--- src/rtl/bh_prog_loader.sv ---
// bh_prog_loader: streams brainfuck source bytes into program memory as 3-bit codes,
// checks bracket balance and size, appends a halt word and releases the core when valid.
module bh_prog_loader #(
  parameter int prgmem_addr_width = 8,
  parameter int depth_width       = 4,
  parameter int start_addr        = 1
) (
  input  logic                         clock,
  input  logic                         reset,
  input  logic                         i_start,
  input  logic                         i_char_valid,
  input  logic [7:0]                   i_char,
  input  logic                         i_char_last,
  output logic                         o_char_ready,
  output logic                         o_prgmem_in,
  output logic [prgmem_addr_width-1:0] o_prgmem_addr,
  output logic [2:0]                   o_prgmem_data,
  output logic                         o_cpu_hold,
  output logic                         o_done,
  output logic                         o_error,
  output logic [prgmem_addr_width-1:0] o_length
);
  // state | meaning
  // IDLE  | after reset; core held, waiting for i_start
  // LOAD  | accepting source bytes, one per cycle
  // TERM  | writing the 000 halt word at wp
  // DONE  | program resident, core released
  // ERROR | load aborted; core held until i_start
  typedef enum logic [2:0] {IDLE, LOAD, TERM, DONE, ERROR} state_t;

  localparam logic [prgmem_addr_width-1:0] addr_start = prgmem_addr_width'(start_addr);
  localparam logic [prgmem_addr_width-1:0] addr_one   = prgmem_addr_width'(1);
  localparam logic [prgmem_addr_width-1:0] addr_last  = {prgmem_addr_width{1'b1}};
  localparam logic [depth_width-1:0]       depth_one  = depth_width'(1);
  localparam logic [depth_width-1:0]       depth_max  = {depth_width{1'b1}};

  state_t                         state_q, state_d;
  logic [prgmem_addr_width-1:0]   wp_q, wp_d;
  logic [depth_width-1:0]         depth_q, depth_d;
  logic [prgmem_addr_width-1:0]   length_q, length_d;
  logic                           ready_q, ready_d;
  logic                           wr_q, wr_d;
  logic [prgmem_addr_width-1:0]   addr_q, addr_d;
  logic [2:0]                     data_q, data_d;
  logic                           hold_q, hold_d;
  logic                           done_q, done_d;
  logic                           error_q, error_d;

  logic                           is_cmd, is_open, is_close;
  logic [2:0]                     code;
  logic [depth_width-1:0]         depth_upd;
  logic                           byte_err;
  logic                           accept;

  always_comb begin
    is_cmd = 1'b1;
    code   = 3'b000;
    case (i_char)
      8'h2B:   code = 3'b001;
      8'h2D:   code = 3'b010;
      8'h3E:   code = 3'b011;
      8'h3C:   code = 3'b100;
      8'h2E:   code = 3'b101;
      8'h5B:   code = 3'b110;
      8'h5D:   code = 3'b111;
      default: is_cmd = 1'b0;
    endcase
  end

  assign is_open  = (i_char == 8'h5B);
  assign is_close = (i_char == 8'h5D);
  assign accept   = ready_q && i_char_valid;

  always_comb begin
    depth_upd = depth_q;
    if (is_open)       depth_upd = depth_q + depth_one;
    else if (is_close) depth_upd = depth_q - depth_one;
  end

  // the last slot is kept free so the halt word always fits
  assign byte_err = (is_close && (depth_q == '0)) ||
                    (is_open && (depth_q == depth_max)) ||
                    (is_cmd && (wp_q == addr_last));

  always_comb begin
    state_d  = state_q;
    wp_d     = wp_q;
    depth_d  = depth_q;
    length_d = length_q;
    wr_d     = 1'b0;
    addr_d   = addr_q;
    data_d   = data_q;
    case (state_q)
      IDLE, DONE, ERROR: begin
        if (i_start) begin
          state_d  = LOAD;
          wp_d     = addr_start;
          depth_d  = '0;
          length_d = '0;
        end
      end
      LOAD: begin
        if (accept) begin
          if (byte_err) begin
            state_d = ERROR;
          end else begin
            // an unbalanced final byte is itself legal and still lands; only the halt word is withheld
            if (is_cmd) begin
              wr_d     = 1'b1;
              addr_d   = wp_q;
              data_d   = code;
              wp_d     = wp_q + addr_one;
              length_d = length_q + addr_one;
            end
            depth_d = depth_upd;
            if (i_char_last) state_d = (depth_upd == '0) ? TERM : ERROR;
          end
        end
      end
      TERM: begin
        wr_d    = 1'b1;
        addr_d  = wp_q;
        data_d  = 3'b000;
        state_d = DONE;
      end
      default: state_d = IDLE;
    endcase
    ready_d = (state_d == LOAD);
    hold_d  = (state_d != DONE);
    done_d  = (state_d == DONE);
    error_d = (state_d == ERROR);
  end

  always_ff @(posedge clock) begin
    if (reset) begin
      state_q  <= IDLE;
      wp_q     <= addr_start;
      depth_q  <= '0;
      length_q <= '0;
      ready_q  <= 1'b0;
      wr_q     <= 1'b0;
      addr_q   <= addr_start;
      data_q   <= 3'b000;
      hold_q   <= 1'b1;
      done_q   <= 1'b0;
      error_q  <= 1'b0;
    end else begin
      state_q  <= state_d;
      wp_q     <= wp_d;
      depth_q  <= depth_d;
      length_q <= length_d;
      ready_q  <= ready_d;
      wr_q     <= wr_d;
      addr_q   <= addr_d;
      data_q   <= data_d;
      hold_q   <= hold_d;
      done_q   <= done_d;
      error_q  <= error_d;
    end
  end

  assign o_char_ready  = ready_q;
  assign o_prgmem_in   = wr_q;
  assign o_prgmem_addr = addr_q;
  assign o_prgmem_data = data_q;
  assign o_cpu_hold    = hold_q;
  assign o_done        = done_q;
  assign o_error       = error_q;
  assign o_length      = length_q;
endmodule
--- config.mk ---
export PLATFORM = sky130hd
export DESIGN_NAME = bh_prog_loader
export DESIGN_NICKNAME = d
export VERILOG_FILES = /design/src/rtl/bh_prog_loader.sv
export SDC_FILE = /design/constraint.sdc
export NUM_CORES = 1
export LEC_CHECK = 0
export BUFFER_PORTS_ARGS = -buffer_cell sky130_fd_sc_hd__buf_2
export CORE_ASPECT_RATIO = 0.8
export CORE_MARGIN = 1.5
export CORE_UTILIZATION = 31
export DETAILED_ROUTE_END_ITERATION = 10
export GPL_ROUTABILITY_DRIVEN = 0
export PLACE_DENSITY_LB_ADDON = 0.2
export SETUP_SLACK_MARGIN = 0.05
export SLEW_MARGIN = 10
export SYNTH_ARGS = -nofsm -noshare
export SYNTH_HDL_FRONTEND = slang
export SYNTH_SLANG_ARGS = --single-unit
--- constraint.sdc ---
create_clock -name clock -period 3.45 [get_ports clock]
set_input_delay 0.345 -clock clock [delete_from_list [all_inputs] [get_ports clock]]
set_output_delay 0.345 -clock clock [all_outputs]
set_load 0.01 [all_outputs]
### After elaboration in Yosys (flattened, before gate mapping)

Index checks and enable logic that the tools add are counted.

| storage, ports and cells | value |
|---|---|
| input bits | 13 |
| bits in registers | 39 |
| output and inout bits | 24 |

| operators by class | value |
|---|---|
| equality and inequality tests | 21 |
| multiplexer cells | 36 |
| $add $sub $neg | 4 |
| reductions and logical operators | 16 |

Operator list:

| kind | count |
|---|---|
| 8-bit two-way mux | 11 |
| 8-bit one-hot mux with 2 select lines | 3 |
| 8-bit by 6-bit == test with 1-bit output, second input constant | 5 |
| 3-bit two-way mux | 8 |
| 3-bit one-hot mux with 7 select lines | 1 |
| 4-bit two-way mux | 5 |
| 8-bit by 1-bit adder with 8-bit output, second input constant | 2 |
| 8-bit by 7-bit == test with 1-bit output, second input constant | 2 |
| 3-bit by 2-bit == test with 1-bit output, second input constant | 3 |
| 3-bit one-hot mux with 3 select lines | 1 |
| 8-bit == test, second input constant | 1 |
| 4-bit zero test | 2 |
| 2-bit inequality test, second input constant | 4 |
| 4-bit one-hot mux with 2 select lines | 1 |
| 4-bit AND reduction | 2 |
| 7-bit OR reduction | 1 |
| 3-bit by 1-bit == test with 1-bit output, second input constant | 2 |
| 3-bit == test, second input constant | 2 |
| 3-bit one-hot mux with 2 select lines | 1 |
| 5-bit AND reduction | 1 |
| 4-bit by 1-bit adder with 4-bit output, second input constant | 1 |
| 4-bit == test, second input constant | 1 |
| 1-bit logical AND | 4 |
| 1-bit two-way mux | 4 |
| 7 further kinds | 9 |

### Depth between registers and ports, before layout

Gate-level depths: netlist of the first run.

| depth | value |
|---|---|
| depth in word-level cells | 10 |
| depth in mapped cells | 9 |
| gate-level depth less buffers | 8 |

### Worst setup path after synthesis of the first run

No wires, ideal clock.

| path | value |
|---|---|
| path kind | input to register |
| start | in i_char[4] |
| end | reg wp_q[7] |
| setup slack | 939 ps |
| cell stages on the path | 7 |
| data required time | 3,380 ps |
| arrival | 2,440 ps |
| cells stage by stage | buf_6 or3b_1 a2111o_1 a211oi_4 nand3_2 or4_1 a21oi_1 |

| on the way | value |
|---|---|
| longest elaborated chain between the ends | 7 |

Ends and longest elaborated chain:

| what | line | source |
|---|---|---|
| from (decl) | 12 | `input logic [7:0] i_char,` |
| 8-bit by 7-bit == test with 1-bit output (tied with other cells) | 58, 70 |  |
| 7-bit OR reduction (no line) | n/a |  |
| 1-bit two-way mux | 58 | `case (i_char)` |
| 1-bit logical AND | 83 | `(is_cmd && (wp_q == addr_last));` |
| 1-bit logical OR | 82 | `(is_open && (depth_q == depth_max)) \|\|` |
| 2-bit inequality test (no line) | n/a |  |
| 5-bit AND reduction (no line) (*) | n/a |  |
| to (signal assigned) | 137 | `wp_q <= addr_start;` |
| to (signal assigned) | 149 | `wp_q <= wp_d;` |
| to (decl) | 38 | `logic [prgmem_addr_width-1:0] wp_q, wp_d;` |

Mark *: on every way between the ends. The rest lies on a longest branch, timed or not.
A chain may end at the register's enable or synchronous reset.

### Final worst setup path of the first run

Same ends and word-level chain as after synthesis.

==> reports/qor.csv, run 1 <==
stage;metric;value;unit
grt;largest net degree at the start of global routing;25;
sta;Worst Max-Slew Pin Slew;0.4933;ns
logic_synthesis;mux contribution to synthesized area;0.04751;
logic_synthesis;EDFF count, synth;0;
logic_synthesis;yosys warns;0;
grt;first-pass GRT wire length;8714;um
die;Core Area;6506;um2
logic_synthesis;xor-xnor portion of the synthesized cell area;0.02874;
min_path;worst hold path class;input pin to flip-flop;
die;starting density of the core;0.3279;
sta;Final Skew;0.007841;ns
logic_synthesis;Yosys cell types;50;
clock_tree;CTS root buf;clkbuf_8;
setup_path;Setup CP Type;input pin to flip-flop;
sta;Final min period;2.445;ns
clock_tree;cts hold-fix bufs;0;
drt;post-route ant nets;0;
setup_path;CP Data Required Time;3.68;ns
clock_tree;# clock sinks;39;
power_and_ir_drop;Power Density;371.4;nW/um2
sta;Slew headroom;0.6665;
clock_tree;CTS max path bufs;2;
sta;Setup Viol. Count Final;0;
clock_tree;Clk Latency, worst-skew pair;0.29;ns
die;row cnt;26;
outcome;outcome;finished, final reports clean;
sta;Final period util;0.7086;
setup_path;Cell Chain, Critical Path;buf_2, or3b_1, a2111o_1, a211oi_4, nand3_2, or4_1, a21oi_1;
logic_synthesis;area leader, netlist;dfxtp_1;
grt;vias in the first global route;1804;
setup_path;Top delay family on crit path;simple AND/OR/NAND/NOR gates;
drt;DRT Pass-1 Iters;4;
die;Die Y;77.20;um
layout;FILL cells;718;
sta;RSZ-0062 raised after global routing;false;
grt;GR Util All Layers;0.1506;
grt;total gr overflow;0;
clock_tree;Post CTS Setup Buffer Count;0;
setup_path;worst-path fanout max;10;
logic_synthesis;Synth Area in Compound Gates;0.1853;
sta;setup tns final;0;ns
die;chip width;95.75;um
layout;Antenna Cells;0;
clock_tree;CTS HTree Levels;2;
drt;1st-iter DRT viols;83;
setup_path;Critical Path Max Stage Delay;0.52;ns
logic_synthesis;Synth area leaders;dfxtp_1 37%, a21oi_1 6.6%, nor2_1 4.4%, mux2i_1 4.2%, nand2_1 3.3%;
logic_synthesis;Post-Synthesis Cells;256;
logic_synthesis;Seq/Total Area, Yosys;0.3660;
clock_tree;Num CTS Buffers;5;
placement;dpl hpwl;3859;um
layout;Nets;308;
logic_synthesis;asr flop ratio synth;0;
sta;Slew Viols, Final;0;
placement;IO buf count;36;
logic_synthesis;top_reg_cell synth;dfxtp_1;
sta;Max Freq;409.1;MHz
clock_tree;Worst-path clk slew;0.08;ns
power_and_ir_drop;leakage;0.9579;nW
setup_path;Crit. End Element;flip-flop;
drt;number of remaining DRC errors;0;
setup_path;Data arrival, critical path;2.68;ns
die;Ports;37;
logic_synthesis;synthesized area per cell;8.333;um2
logic_synthesis;simple-gate share of the synthesized area;0.3044;
grt;initial antenna violation count;0;
run;max-cap check violation count;0;
drt;Vias;1970;
logic_synthesis;largest family of logic cells by synthesized area;simple AND/OR/NAND/NOR gates;
logic_synthesis;post-synthesis net count;274;
logic_synthesis;Post-Syn Area;2133;um2
setup_path;Max stage delay cell, worst path;or4_1;
sta;hold_ws;0.4202;ns
drt;vias per cell;5.253;
drt;drt wl/cell;13.62;um
power_and_ir_drop;worst vdd ir;0.0001864;V
clock_tree;PostCTS Resize Cnt;0;
logic_synthesis;area fraction of the dominant cell type after synthesis;0.3660;
drt;final wirelength;5108;um
sta;final hold vios;0;
clock_tree;CTS tree;yes;
setup_path;CP bufs+invs;1;
logic_synthesis;Adder-Cell Fraction of Synth Area;0.02933;
die;die footprint;7391;um2
setup_path;startpoint types;input pin;
layout;proportion of layout cells with a drive suffix above 1;0.1959;
logic_synthesis;#FFs+latches synth;39;
layout;Layout Area Growth over Synthesis;16.72;%
==> layout make-up <==
class	count	area, um2	area share
multi-input combinational	198	1270	0.5101
sequential	39	780.7	0.3136
timing repair buffer	37	187.7	0.07538
tap	84	105.1	0.04221
clock buffer	5	68.82	0.02764
clock inverter	3	43.79	0.01759
inverter	9	33.78	0.01357
==> layer usage <==
| layer | track usage | up-vias | share of wire |
|---|---|---|---|
| li1 | - | 1011 | - |
| met1 | 0.2025 | 920 | 0.49 |
| met2 | 0.2317 | 34 | 0.46 |
| met3 | 0.04563 | 5 | 0.043 |
| met4 | 0.03971 | 0 | 0.0098 |
| met5 | 0 | - | 0 |
==> metrics by stage <==
stage                     power [mW]  cells  area [um2]  worst slack (ns)  utilization
after floorplan               0.5286    256        2133            0.9390            -
final                         0.9248    375        2490             1.005       0.3827
after global placement        0.5544    367        2377            0.7697       0.3654
after detailed placement      0.5548    367        2377            0.7228       0.3654
after global routing          0.9737    375        2490            0.8759       0.3827
after CTS                     0.9397    375        2490             1.028       0.3827
==> layout by cell type (no fill, tap or decap), types with 5 or more instances in the layout <==
cell type / Yosys / final
dfxtp_1: 39 / 39
buf_2: 3 / 36
a21oi_1: 28 / 28
nor2_1: 25 / 25
nand2_1: 19 / 19
nand3_1: 14 / 14
o21ai_0: 13 / 13
inv_1: 9 / 9
mux2i_1: 9 / 9
or3_1: 7 / 7
or4_1: 7 / 7
o31ai_1: 6 / 6
nand4_1: 5 / 5
ha_1: 5 / 5
clkbuf_8: 0 / 5
==> worst register-to-register path: cells and delay by family (launching register included) <==
family | cells | cell delay [ns]
buffers and inverters | 1 | 0.12
AND/OR/NAND/NOR | 3 | 0.93
adder cells (fa/ha/maj) | 1 | 0.22
flip-flops | 1 | 0.41
AO/OA/AOI/OAI | 2 | 0.49
==> Yosys cell counts, types with 2 or more instances <==
library cell,instances
clkbuf_1,6
xnor2_1,4
mux2i_1,9
and3_1,3
o32ai_1,2
or2_2,3
nand4_1,5
nor2_1,25
nand2b_1,4
o31ai_1,6
dfxtp_1,39
nor2b_1,4
a31oi_1,3
and4_1,2
and2_1,3
nor4_1,2
nand2_1,19
ha_1,5
o21ai_0,13
nand3_1,14
or4_1,7
buf_2,3
xor2_1,3
a21oi_1,28
or3_1,7
nor3_1,2
inv_1,9
nand3b_1,4
==> sequential cells by signal, summed over array words and instances, names as in the netlist <==
signal         count
o_error            1
o_cpu_hold         1
o_prgmem_in        1
state_q            3
o_char_ready       1
o_length           8
wp_q               8
depth_q            4
o_prgmem_data      3
o_done             1
o_prgmem_addr      8
==> power breakdown <==
group | switching [mW] | leakage, nW | internal [mW]
registers | 0.00525 | 0.315 | 0.455
clock network | 0.165 | 0.0581 | 0.215
logic | 0.0550 | 0.585 | 0.0294
total | 0.225 | 0.958 | 0.699
==> path summary, 6_finish.rpt <==
path | slack, ns | from | endpoint | cells after the start
setup / recovery | 1.01 | i_char[4] | wp_q[7] | 7
setup reg to reg | 1.22 | depth_q[0] | wp_q[7] | 7
hold / removal | 0.42 | i_start | state_q[1] | 4
hold reg to reg | 0.47 | o_prgmem_data[2] | o_prgmem_data[2] | 2
==> cells by family (layout without fill, tap and decap cells) <==
kind of cell,after synthesis,count (layout)
buffers and inverters,19,54
AND/OR/NAND/NOR,114,114
flip-flops,39,39
AO/OA/AOI/OAI,62,62
adder cells (fa/ha/maj),5,5
XOR/XNOR,7,7
multiplexers,10,10
Note: power is estimated with default switching activity, not from simulation.
==> run 2: changes to the inputs <==
--- a/config.mk
+++ b/config.mk
@@ -5,6 +5,7 @@
 export SDC_FILE = /design/constraint.sdc
 export NUM_CORES = 1
 export LEC_CHECK = 0
+export ABC_AREA = 1
 export BUFFER_PORTS_ARGS = -buffer_cell sky130_fd_sc_hd__buf_2
 export CORE_ASPECT_RATIO = 0.8
 export CORE_MARGIN = 1.5
==> constraint.sdc (replaced) <==
create_clock -name clock -period 2.2 [get_ports clock]
set_input_delay 0.22 -clock clock [delete_from_list [all_inputs] [get_ports clock]]
set_output_delay 0.22 -clock clock [all_outputs]
set_load 0.01 [all_outputs]
==> run 2 against run 1 <==
Against the previous run:
- clock skew up 0.00077 ns
- first-iteration DRC count up 39%
- critical endpoint is now wp_q[0]
- largest cell class unchanged
- synthesized cell count up 31%
- combinational power rose to 4.2 times the previous value
- clock power up 57%
==> reports/qor.csv, run 2 <==
stage;metric;value;unit;change
drt;number of remaining DRC errors;0;;unchanged
power_and_ir_drop;PnR Total Power;1.716;mW;was 0.9248 mW
power_and_ir_drop;combinational share of power;0.207;;was 0.091
placement;IO buf count;36;;unchanged
clock_tree;Clk Latency, worst-skew pair;0.29;ns;about the same
die;Core Area;7061;um2;was 6506 um2
setup_path;Critical Path Max Stage Delay;0.42;ns;was 0.52 ns
clock_tree;cts hold-fix bufs;0;;unchanged
grt;GR Util All Layers;0.1396;;was 0.1506
drt;DRT Pass-1 Iters;4;;unchanged
logic_synthesis;EDFF count, synth;0;;unchanged
logic_synthesis;#FFs+latches synth;39;;unchanged
drt;Vias;2105;;was 1,970
logic_synthesis;Post-Syn Area;2318;um2;was 2133 um2
die;Ports;37;;unchanged
grt;total gr overflow;0;;unchanged
min_path;worst hold path class;input pin to flip-flop;;unchanged
drt;post-route ant nets;0;;unchanged
grt;largest net degree at the start of global routing;21;;was 25
grt;first-pass GRT wire length;8983;um;was 8714 um
layout;final non-filler cell total;464;;was 375
setup_path;Setup crit start;wp_q[0];;was i_char[4]
die;starting density of the core;0.3284;;was 0.3279
logic_synthesis;Post-Synthesis Cells;336;;was 256
sta;Slew headroom;0.6667;;was 0.6665
logic_synthesis;commonest cells in the netlist;69 x nand2_1, 51 x nor2_1, 39 x dfxtp_1;;was 39 x dfxtp_1, 28 x a21oi_1, 25 x nor2_1
layout;most frequent cells in the layout;69 x nand2_1, 51 x nor2_1, 39 x dfxtp_1;;was 39 x dfxtp_1, 36 x buf_2, 28 x a21oi_1
layout;proportion of layout cells with a drive suffix above 1;0.2202;;was 0.1959
sta;final hold vios;0;;unchanged
logic_synthesis;area leader, netlist;dfxtp_1;;unchanged
grt;vias in the first global route;1949;;was 1,804
logic_synthesis;most frequent cell after synthesis;nand2_1;;was dfxtp_1
setup_path;worst reg-to-reg setup slack;0.31;ns;was 1.22 ns
setup_path;Crit Reg-Reg Endpoint;wp_q[0];;was wp_q[7]
logic_synthesis;yosys warns;0;;unchanged
logic_synthesis;Yosys cell types;34;;was 50
die;chip width;99.69;um;was 95.75 um
setup_path;worst r2r src;wp_q[0];;was depth_q[0]
sta;Final min period;1.895;ns;
clock_tree;CTS root buf;clkbuf_8;;unchanged
power_and_ir_drop;share of power burned in registers;0.447;;was 0.497
placement;post-placement cell count;453;;was 367
sta;Final Skew;0.008615;ns;was 0.007841 ns
logic_synthesis;Seq/Total Area, Yosys;0.3368;;was 0.3660
setup_path;R2R depth;12;;was 7
setup_path;worst-path fanout max;19;;was 10
layout;Antenna Cells;0;;unchanged
clock_tree;Num CTS Buffers;5;;unchanged
placement;dpl hpwl;3952;um;was 3859 um
die;Die Y;80.35;um;was 77.20 um
drt;1st-iter DRT viols;115;;was 83
setup_path;CP Data Required Time;2.36;ns;was 3.68 ns
sta;setup tns final;0;ns;unchanged
grt;initial antenna violation count;0;;unchanged
sta;Max Freq;527.8;MHz;
clock_tree;# clock sinks;39;;unchanged
layout;Nets;394;;was 308
power_and_ir_drop;Clock Power Share;0.347;;was 0.411
setup_path;crit path to;wp_q[0];;was wp_q[7]
sta;Worst Max-Slew Pin Slew;0.4994;ns;was 0.4933 ns
logic_synthesis;asr flop ratio synth;0;;unchanged
logic_synthesis;synthesized area per cell;6.900;um2;was 8.333 um2
layout;Util after Layout;0.3831;;was 0.3827
run;max-cap check violation count;0;;unchanged
power_and_ir_drop;Power Density;634.4;nW/um2;was 371.4 nW/um2
clock_tree;CTS tree;yes;;unchanged
power_and_ir_drop;Net Switching;0.5231;mW;was 0.2254 mW
power_and_ir_drop;worst vdd ir;0.0002583;V;was 0.0001864 V
setup_path;Max stage delay cell, worst path;dfxtp_1;;was or4_1
logic_synthesis;area fraction of the dominant cell type after synthesis;0.3368;;was 0.3660
clock_tree;Worst-path clk slew;0.08;ns;about the same
drt;drt wl/cell;11.21;um;was 13.62 um
setup_path;startpoint types;flip-flop;;was input pin
die;die footprint;8010;um2;was 7391 um2
power_and_ir_drop;internal power;1.193;mW;was 0.6993 mW
logic_synthesis;Synth area leaders;dfxtp_1 34%, nand2_1 11%, nor2_1 8.3%, nand3_1 7.1%, inv_1 6.0%;;was dfxtp_1 37%, a21oi_1 6.6%, nor2_1 4.4%, mux2i_1 4.2%, nand2_1 3.3%
logic_synthesis;post-synthesis net count;354;;was 274
setup_path;Data arrival, critical path;2.05;ns;was 2.68 ns
sta;hold_ws;0.2975;ns;was 0.4202 ns
setup_path;most frequent CP cell;inv_1;;
power_and_ir_drop;switching portion of total power;0.3048;;was 0.2438
drt;final wirelength;5202;um;was 5108 um
sta;Final period util;0.8613;;
sta;Slew Viols, Final;0;;unchanged
layout;Layout Area Growth over Synthesis;16.68;%;was 16.72%
setup_path;Crit. End Element;flip-flop;;unchanged
logic_synthesis;top_reg_cell synth;dfxtp_1;;unchanged
outcome;outcome;finished, final reports clean;;unchanged
sta;RSZ-0062 raised after global routing;false;;unchanged
layout;most common cell after layout, fill and taps aside;nand2_1;;was dfxtp_1
clock_tree;CTS max path bufs;2;;unchanged
die;row cnt;27;;was 26
drt;vias per cell;4.537;;was 5.253
sta;Setup Viol. Count Final;0;;unchanged
setup_path;Cell Chain, Critical Path;ha_1, nand2_1, inv_1, nand3_1, nor2_1, inv_1, nand3_4, nand2_4, nand2_8, inv_1, nand2_1, nand3_1;;was buf_2, or3b_1, a2111o_1, a211oi_4, nand3_2, or4_1, a21oi_1
setup_path;Setup CP Type;flip-flop to flip-flop;;was input pin to flip-flop
clock_tree;CTS HTree Levels;2;;unchanged
power_and_ir_drop;leakage;1.293;nW;was 0.9579 nW
-- run 2: cell count changes in the layout (fill, tap and decap cells not counted), moves of 9 or more --
cell,before,now
inv_1,9,37
nor2_1,25,51
nand2_2,0,9
a21oi_1,28,19
nand3_1,14,33
nand2_1,19,69
mux2i_1,9,0
-- run 2: timing repair --
action	4_1_cts	5_1_grt
resized for setup	0	0
endpoints found under the hold margin	0	0
buffers inserted	0	3
setup endpoints to repair	0	1
-- run 2: critical path: cells and delay by family, from the launching register on --
family / cells / cell delay [ns]
DFF: 1 / 0.42
adders and majority gates: 1 / 0.20
buffers and inverters: 3 / 0.25
and+or+nand+nor: 8 / 0.88
-- run 2: through the flow --
stage | setup WS (ns) | area, um2
CTS | 0.3055 | 2683
detailed placement | 0.3311 | 2570
global placement | 0.4219 | 2570
global route | 0.07586 | 2705
floorplan | 0.6157 | 2318
finish | 0.3052 | 2705
-- run 2: cell type report --
| class | instances | area, um2 |
|---|---|---|
| Clock buffer | 5 | 68.82 |
| Clock inverter | 3 | 43.79 |
| Fill cell | 742 | 4355 |
| Inverter | 37 | 138.9 |
| Multi-Input combinational cell | 250 | 1331 |
| Sequential cell | 39 | 780.7 |
| Tap cell | 87 | 108.9 |
| Timing Repair Buffer | 43 | 232.7 |
-- run 2: per-layer routing --
metal  GRT usage  wire (um)  vias to the layer above
met2      0.2014       2049                       33
met1      0.2089       2939                      905
met3     0.03133        176                        5
li1            -          -                     1162
met5           0          0                        -
met4     0.02958         37                        0
-- run 2: worst min-delay path by stage --
stage	startpoint	endpoint	depth (start not counted)	slack, ns
final	i_start	o_done	4	0.30
after global routing	i_start	o_done	4	0.31
after CTS	i_start	o_done	4	0.29
after detailed placement	o_prgmem_addr[0]	o_prgmem_addr[0]	2	0.45
after global placement	o_prgmem_addr[0]	o_prgmem_addr[0]	2	0.45
after floorplan	i_start	o_done	3	0.41
-- run 2: kinds of logic after synthesis --
logic type               count (synthesis)  synth area share
AO/OA/AOI/OAI                           47            0.1209
XOR/XNOR                                10           0.03778
AND/OR/NAND/NOR                        188            0.3886
flip-flops                              39            0.3368
adder cells (fa/ha/maj)                  5           0.02698
buffers and inverters                   47           0.08905
-- run 2: power by group through the flow --
stage / Combinational [mW] / Clock, mW / Sequential (mW)
after floorplan: 0.276 / 0 / 0.783
after global placement: 0.353 / 0 / 0.782
after detailed placement: 0.353 / 0 / 0.783
after CTS: 0.355 / 0.613 / 0.767
after global routing: 0.407 / 0.652 / 0.772
final: 0.354 / 0.595 / 0.767
